**src/rtl/quat_sad_sel.sv**
```systemverilog
// Quarter-pel cost and decision stage: accumulates nine candidate SADs over a
// block, scans them and presents the winning index and its SAD.
module quat_sad_sel #(
  parameter int PIX_W = 8,
  parameter int BEATS = 16,
  localparam int ACC_W = PIX_W + $clog2(BEATS)
) (
  input  logic               clk,
  input  logic               rst_n,
  input  logic               in_valid,
  output logic               in_ready,
  input  logic               in_last,
  input  logic [PIX_W-1:0]   cur_pix,
  input  logic [9*PIX_W-1:0] quat,
  output logic               out_valid,
  input  logic               out_ready,
  output logic [3:0]         best_idx,
  output logic [ACC_W-1:0]   best_sad,
  output logic               frame_err
);

  localparam int BW = $clog2(BEATS);

  typedef enum logic [1:0] {ACC, CMP, OUT} state_t;

  state_t           state;
  logic [ACC_W-1:0] acc [9];
  logic [PIX_W-1:0] absd [9];
  logic [BW-1:0]    bcnt;
  logic [3:0]       scnt;
  logic             accept;
  logic             last_beat;
  logic             take;
  logic [ACC_W-1:0] scan_sad;
  logic [ACC_W-1:0] ref_sad;
  logic [3:0]       ref_idx;

  assign in_ready  = (state == ACC);
  assign out_valid = (state == OUT);
  assign accept    = in_valid && in_ready;
  assign last_beat = (bcnt == BW'(BEATS - 1));

  always_comb begin
    for (int k = 0; k < 9; k++) begin
      if (quat[k*PIX_W +: PIX_W] >= cur_pix)
        absd[k] = quat[k*PIX_W +: PIX_W] - cur_pix;
      else
        absd[k] = cur_pix - quat[k*PIX_W +: PIX_W];
    end
  end

  // The first scan step compares against the centre directly, so the centre
  // seeds the running best and wins every tie it takes part in.
  always_comb begin
    scan_sad = acc[0];
    for (int k = 1; k < 9; k++) begin
      if (scnt == 4'(k))
        scan_sad = acc[k];
    end
    ref_sad = (scnt == 4'd0) ? acc[4] : best_sad;
    ref_idx = (scnt == 4'd0) ? 4'd4 : best_idx;
    take    = (scan_sad < ref_sad);
  end

  always_ff @(posedge clk or negedge rst_n) begin
    if (!rst_n) begin
      state     <= ACC;
      bcnt      <= '0;
      scnt      <= '0;
      best_idx  <= 4'd4;
      best_sad  <= '0;
      frame_err <= 1'b0;
      for (int k = 0; k < 9; k++)
        acc[k] <= '0;
    end else begin
      frame_err <= 1'b0;
      case (state)
        ACC: begin
          if (accept) begin
            for (int k = 0; k < 9; k++)
              acc[k] <= acc[k] + ACC_W'(absd[k]);
            bcnt      <= bcnt + BW'(1);
            frame_err <= (in_last != last_beat);
            if (last_beat)
              state <= CMP;
          end
        end
        CMP: begin
          best_idx <= take ? scnt : ref_idx;
          best_sad <= take ? scan_sad : ref_sad;
          if (scnt == 4'd8)
            state <= OUT;
          else
            scnt <= scnt + 4'd1;
        end
        OUT: begin
          if (out_ready) begin
            for (int k = 0; k < 9; k++)
              acc[k] <= '0;
            scnt  <= '0;
            state <= ACC;
          end
        end
        default: state <= ACC;
      endcase
    end
  end

endmodule

```
**config.mk**
```make
export PLATFORM = sky130hd
export DESIGN_NAME = quat_sad_sel
export DESIGN_NICKNAME = d
export VERILOG_FILES = /design/src/rtl/quat_sad_sel.sv
export SDC_FILE = /design/constraint.sdc
export NUM_CORES = 1
export LEC_CHECK = 0
export BUFFER_PORTS_ARGS = -buffer_cell sky130_fd_sc_hd__buf_2
export CORE_MARGIN = 2
export CORE_UTILIZATION = 52
export CTS_BUF_LIST = sky130_fd_sc_hd__clkbuf_8 sky130_fd_sc_hd__clkbuf_16
export CTS_CLUSTER_DIAMETER = 50
export DETAILED_ROUTE_END_ITERATION = 10
export MAX_ROUTING_LAYER = met4
export PLACE_DENSITY_LB_ADDON = 0.1
export REMOVE_ABC_BUFFERS = 1
export SLEW_MARGIN = 20
export SYNTH_ARGS = -nofsm -noshare
export SYNTH_HDL_FRONTEND = slang
export SYNTH_SLANG_ARGS = --single-unit
```
**constraint.sdc**
```tcl
create_clock -name clk -period 9.9 [get_ports clk]
set_input_delay 1.98 -clock clk [delete_from_list [all_inputs] [get_ports clk]]
set_output_delay 1.98 -clock clk [all_outputs]
set_load 0.01 [all_outputs]
```
# Yosys cells after proc, flatten, opt, wreduce, memory -nomap -nowiden
# Index checks and enable logic that the tools add are counted.
[classes]
add_sub_neg = 29
order_cmp = 10
n_eq_ne = 17
muxes = 34
n_reduce_logical = 11
[ops]
columns = ["cell", "n"]
rows = [
  ["$mux W108", 2],
  ["$pmux W108 S2", 1],
  ["$sub A8 B8 Y8", 18],
  ["$mux W12", 10],
  ["$add A12 B8 Y12", 9],
  ["$ge A8 B8 Y1", 9],
  ["$mux W8", 9],
  ["$eq A4 B3 Y1 const B", 4],
  ["$mux W4", 4],
  ["$lt A12 B12 Y1", 1],
  ["$add A4 B1 Y4 const B", 2],
  ["$eq A4 B2 Y1 const B", 2],
  ["$eq A4 B4 Y1 const B", 2],
  ["$mux W2", 4],
  ["$pmux W4 S2", 1],
  ["$ne A2 B1 Y1 const B", 3],
  ["$pmux W2 S3", 1],
  ["$reduce_and A3 Y1", 2],
  ["$reduce_bool A2 Y1", 3],
  ["$eq A4 B1 Y1 const B", 1],
  ["$logic_not A4 Y1", 1],
  ["$ne A2 B2 Y1 const B", 2],
  ["$reduce_and A2 Y1", 2],
  ["$reduce_and A4 Y1", 1],
  ["other kinds (6)", 7],
]
[totals]
reg_bits = 135
output_inout_bits = 19
wordCells = 116

# Logic depth before layout (Yosys ltp)
[depth]
depth_word = 12
depth_mapped = 21

# Worst setup path before layout
# No wires, ideal clock.
[synth_timing]
kind = "input port to flip-flop"
start = "in cur_pix[1]"
end = "reg acc[47] in the netlist's numbering"
arrival_ps = 5742
setup_slack_ps = 4026
path_stages = 17
path_cell_list = "inv_1 > ha_1 > and4_1 > a2111oi_0 > o21bai_1 > a21o_1 > buf_4 > mux2_2 > ha_1 > a21o_1 > a21o_1 > a2111oi_0 > o21bai_1 > a21oi_1 > nor4_1 > xnor2_1 > nor2_1"
[synth_via]
elab_chain_cells = 5
elab_cells_between_ends = 7
classes_between = "3 x add/sub; 1 x order compare; 3 x mux"
[synth_rtl]
columns = ["item", "line", "text"]
rows = [
  ["start: declaration", "13", "input logic [PIX_W-1:0] cur_pix,"],
  ["$sub A8 B8 Y8 (tied with other cells)", "48", "absd[k] = cur_pix - quat[k*PIX_W +: PIX_W];"],
  ["$mux W8 *", "45", "if (quat[k*PIX_W +: PIX_W] >= cur_pix)"],
  ["$add A12 B8 Y12 *", "81", "acc[k] <= acc[k] + ACC_W'(absd[k]);"],
  ["$mux W108 *", "79", "if (accept) begin"],
  ["$pmux W108 S2 *", "77", "case (state)"],
  ["end signal: indexed assignment", "81", ""],
  ["end: declaration", "27", "logic [ACC_W-1:0] acc [9];"],
]
# Mark *: on every way between the ends. The rest lies on a longest branch, timed or not. The select of a mux whose other input is x is not followed.
# A chain may end at the register's enable or synchronous reset.

# Final worst setup path
[layout_timing]
start = "in cur_pix[1]"
end = "reg acc[11] in the netlist's numbering"
# The elaborated chain is that of the path after synthesis.

==> results.sh <==
export IMPL_drcViolationCount=0
export IMPL_cts_buffers=17
export IMPL_finalPower_mw=4.69
export IMPL_synth_warnings=0
export IMPL_fin_crit_sh_pct=70.7
export IMPL_gr_usage_all_layers_pct=28.6
export IMPL_grt_pass1_vias=12300
export IMPL_drv_cap=0
export IMPL_cp_max_fo=19
export IMPL_htree_levels=4
export IMPL_post_drt_wl_per_cell_microns=18.5
export IMPL_ctsHoldBuffers=0
export IMPL_synthArstFlopShare_pct=100
export IMPL_drive_above_1_share_pct=9.59
export IMPL_clock_sinks=135
export IMPL_place_ws_ps=2430
export IMPL_grt_pass1_wl_microns=66600
export IMPL_antenna_found_initial=0
export IMPL_cts_tree="yes"
export IMPL_start_util_pct=52.6
export IMPL_rsz0062_at_grt="no"
export IMPL_synth_top_area_share_pct=22.3
export IMPL_syn_avg_cell_area_sq_um=8.41
export IMPL_ys_types=76
export IMPL_outcome="completed"
export IMPL_die_h_microns=174
export IMPL_hold_path_class="flop to flop"
export IMPL_cp_start_kind="input pin"
export IMPL_path_class="input pin to flop"
export IMPL_dp_hpwl_microns=31600
export IMPL_place_congestion=0.944
export IMPL_syn_inst=1788
export IMPL_rows=62
export IMPL_finalHoldViolations=0
export IMPL_synthesis_area_sq_um=15000
export IMPL_ys_seq_elements=135
export IMPL_antennaDiodeCount=0
export IMPL_via_per_inst=5.85
export IMPL_core_area_sq_um=28600
export IMPL_fin_crit_ps=7000
export IMPL_ys_seq_area_share_pct=22.5
export IMPL_routed_wl_microns=41800
export IMPL_finalSetupViolCount=0
export IMPL_grt_max_degree=71
export IMPL_finClkSkew_ps=10.7
export IMPL_setup_slack_ps=2900
export IMPL_dieArea_sq_um=30300
export IMPL_synth_area_leaders="dfrtp_1 (22%), ha_1 (19%), xnor2_1 (4.6%)"
export IMPL_cts_buffer_depth=2
export IMPL_root_buffer="clkbuf_16"
export IMPL_ant_nets=0
export IMPL_slew_violations=0
export IMPL_max_slew_margin_rel_pct=30.1
export IMPL_synthFlopType="dfrtp_1"
export IMPL_worst_skew_pair_late_latency_ps=430
export IMPL_post_cts_setup_buffers=0
export IMPL_power_density_nw_per_um2=284
export IMPL_crit_required_ps=10190
export IMPL_yosys_area_top_type="dfrtp_1"
export IMPL_die_x_microns=174
export IMPL_tightest_slew_ps=1050
export IMPL_n_fill_cell=2598
export IMPL_clock_fmax_mhz=143
export IMPL_ir_drop_mv=0.164
export IMPL_first_iter_violations=944
export IMPL_final_setup_tns_ps=0
export IMPL_post_route_util_pct=57.7
export IMPL_grt_ovfl_total=0
export IMPL_end_kind="flop"
export IMPL_arrival_ps=7300
export IMPL_pin_count=104
export IMPL_leakage_nw=8.12
export IMPL_dr_pass1_iters=6
export IMPL_synth_edf_count=0
export IMPL_final_nets=2199
export IMPL_port_buffers=103
export IMPL_vias=13200
export IMPL_post_cts_resized=0
export IMPL_clk_pin_slew_ps=60
export IMPL_syn_to_final_growth_pct=9.79
-- where the power goes --
group          switching (mW)  leakage, nW  total [mW]  internal [mW]
clock network           0.265        0.299       0.695          0.430
registers               0.310         1.65        1.14          0.834
logic                    1.63         6.17        2.85           1.22
total                    2.20         8.12        4.69           2.49
-- critical path, cell delays in order --
cell      delay, ps
buf_2           460
inv_1           650
fa_1            660
a211oi_1        200
o21ai_1         120
a22oi_1         810
mux2_1          430
a31oi_1         240
o21ai_1         100
a222oi_1        350
xnor2_1         130
ha_1            330
o21ai_0          90
o21bai_1        200
a21oi_1         120
nor3_1          220
xnor2_1         140
nor2_1           50
-- per-stage QoR --
stage / instances / area, sq um / hold WS (ps)
final: 2260 / 16500 / 475
after global routing: 2260 / 16500 / 507
after CTS: 2260 / 16500 / 474
after detailed placement: 2228 / 15900 / 462
after global placement: 2228 / 15900 / 458
after floorplan: 1733 / 14800 / 446
-- final timing paths --
kind / start / end / slack, ps / cells past startpoint
setup / recovery: cur_pix[1] / acc[11] / 2900 / 18
hold / removal: best_idx[2] / best_idx[2] / 470 / 2
setup reg to reg: scnt[1] / best_sad[0] / 4120 / 15
hold reg to reg: best_idx[2] / best_idx[2] / 470 / 2
max in group asynchronous: rst_n / acc[18] / 7000 / 2
min in group asynchronous: rst_n / acc[90] / 1560 / 1
-- logic make-up (layout without fill, tap and decap cells) --
group	Yosys count	after routing	share of synthesized area [%]
AOI/OAI and AO/OA	519	519	22.8
and+or+nand+nor	458	458	14.5
adders and majority gates	251	251	22.2
buffers and inverters	229	317	5.92
DFF	135	135	22.5
xor gates and xnor gates	124	124	7.22
muxes	72	72	4.93
-- registers in the layout, summed over array words and instances (netlist names) --
register	flops
acc	108
bcnt	4
best_idx	4
best_sad	12
frame_err	1
scnt	4
state	2
-- layout by cell type (no fill, tap or decap), types with 53 or more instances in the layout --
| cell type | instances |
|---|---|
| a21o_1 | 53 |
| a21oi_1 | 134 |
| buf_2 | 102 |
| dfrtp_1 | 134 |
| ha_1 | 224 |
| inv_1 | 174 |
| mux2i_1 | 58 |
| nand2_1 | 153 |
| nor2_1 | 126 |
| o21ai_0 | 103 |
| xnor2_1 | 79 |
-- synthesized netlist by cell type, drive strengths merged, types with 5 or more instances --
library cell	n
a2111oi	19
a211o	6
a211oi	13
a21boi	7
a21o	53
a21oi	134
a221o	6
a221oi	7
a22o	15
a22oi	11
a31oi	6
and2	8
and3	10
buf	16
clkbuf	39
dfrtp	134
fa	27
ha	224
inv	174
mux2	14
mux2i	58
nand2	155
nand2b	15
nand3	15
nand3b	6
nand4	20
nor2	128
nor2b	33
nor3	23
nor3b	18
nor4	5
o211ai	13
o21a	21
o21ai	114
o21bai	23
o22ai	25
o31ai	10
o41ai	10
or2	7
or3	9
xnor2	79
xor2	45
-- area by class of cell --
type	count	area (sq um)	area share [%]
Sequential cell	135	3380	20.5
Timing Repair Buffer	111	582	3.52
Multi-Input combinational cell	1424	10800	65.3
Clock inverter	14	199	1.20
Clock buffer	18	439	2.66
Tap cell	384	480	2.91
Inverter	174	653	3.95
-- layer usage --
layer / GRT usage [%] / vias to the layer above / share of wire, %
met2: 41.7 / 388 / 43
met1: 41.9 / 6298 / 50
li1: - / 6482 / -
met4: 7.18 / 0 / 1.9
met3: 3.48 / 43 / 5.0
met5: - / - / 0
Note: power is estimated with default switching activity, not from simulation.
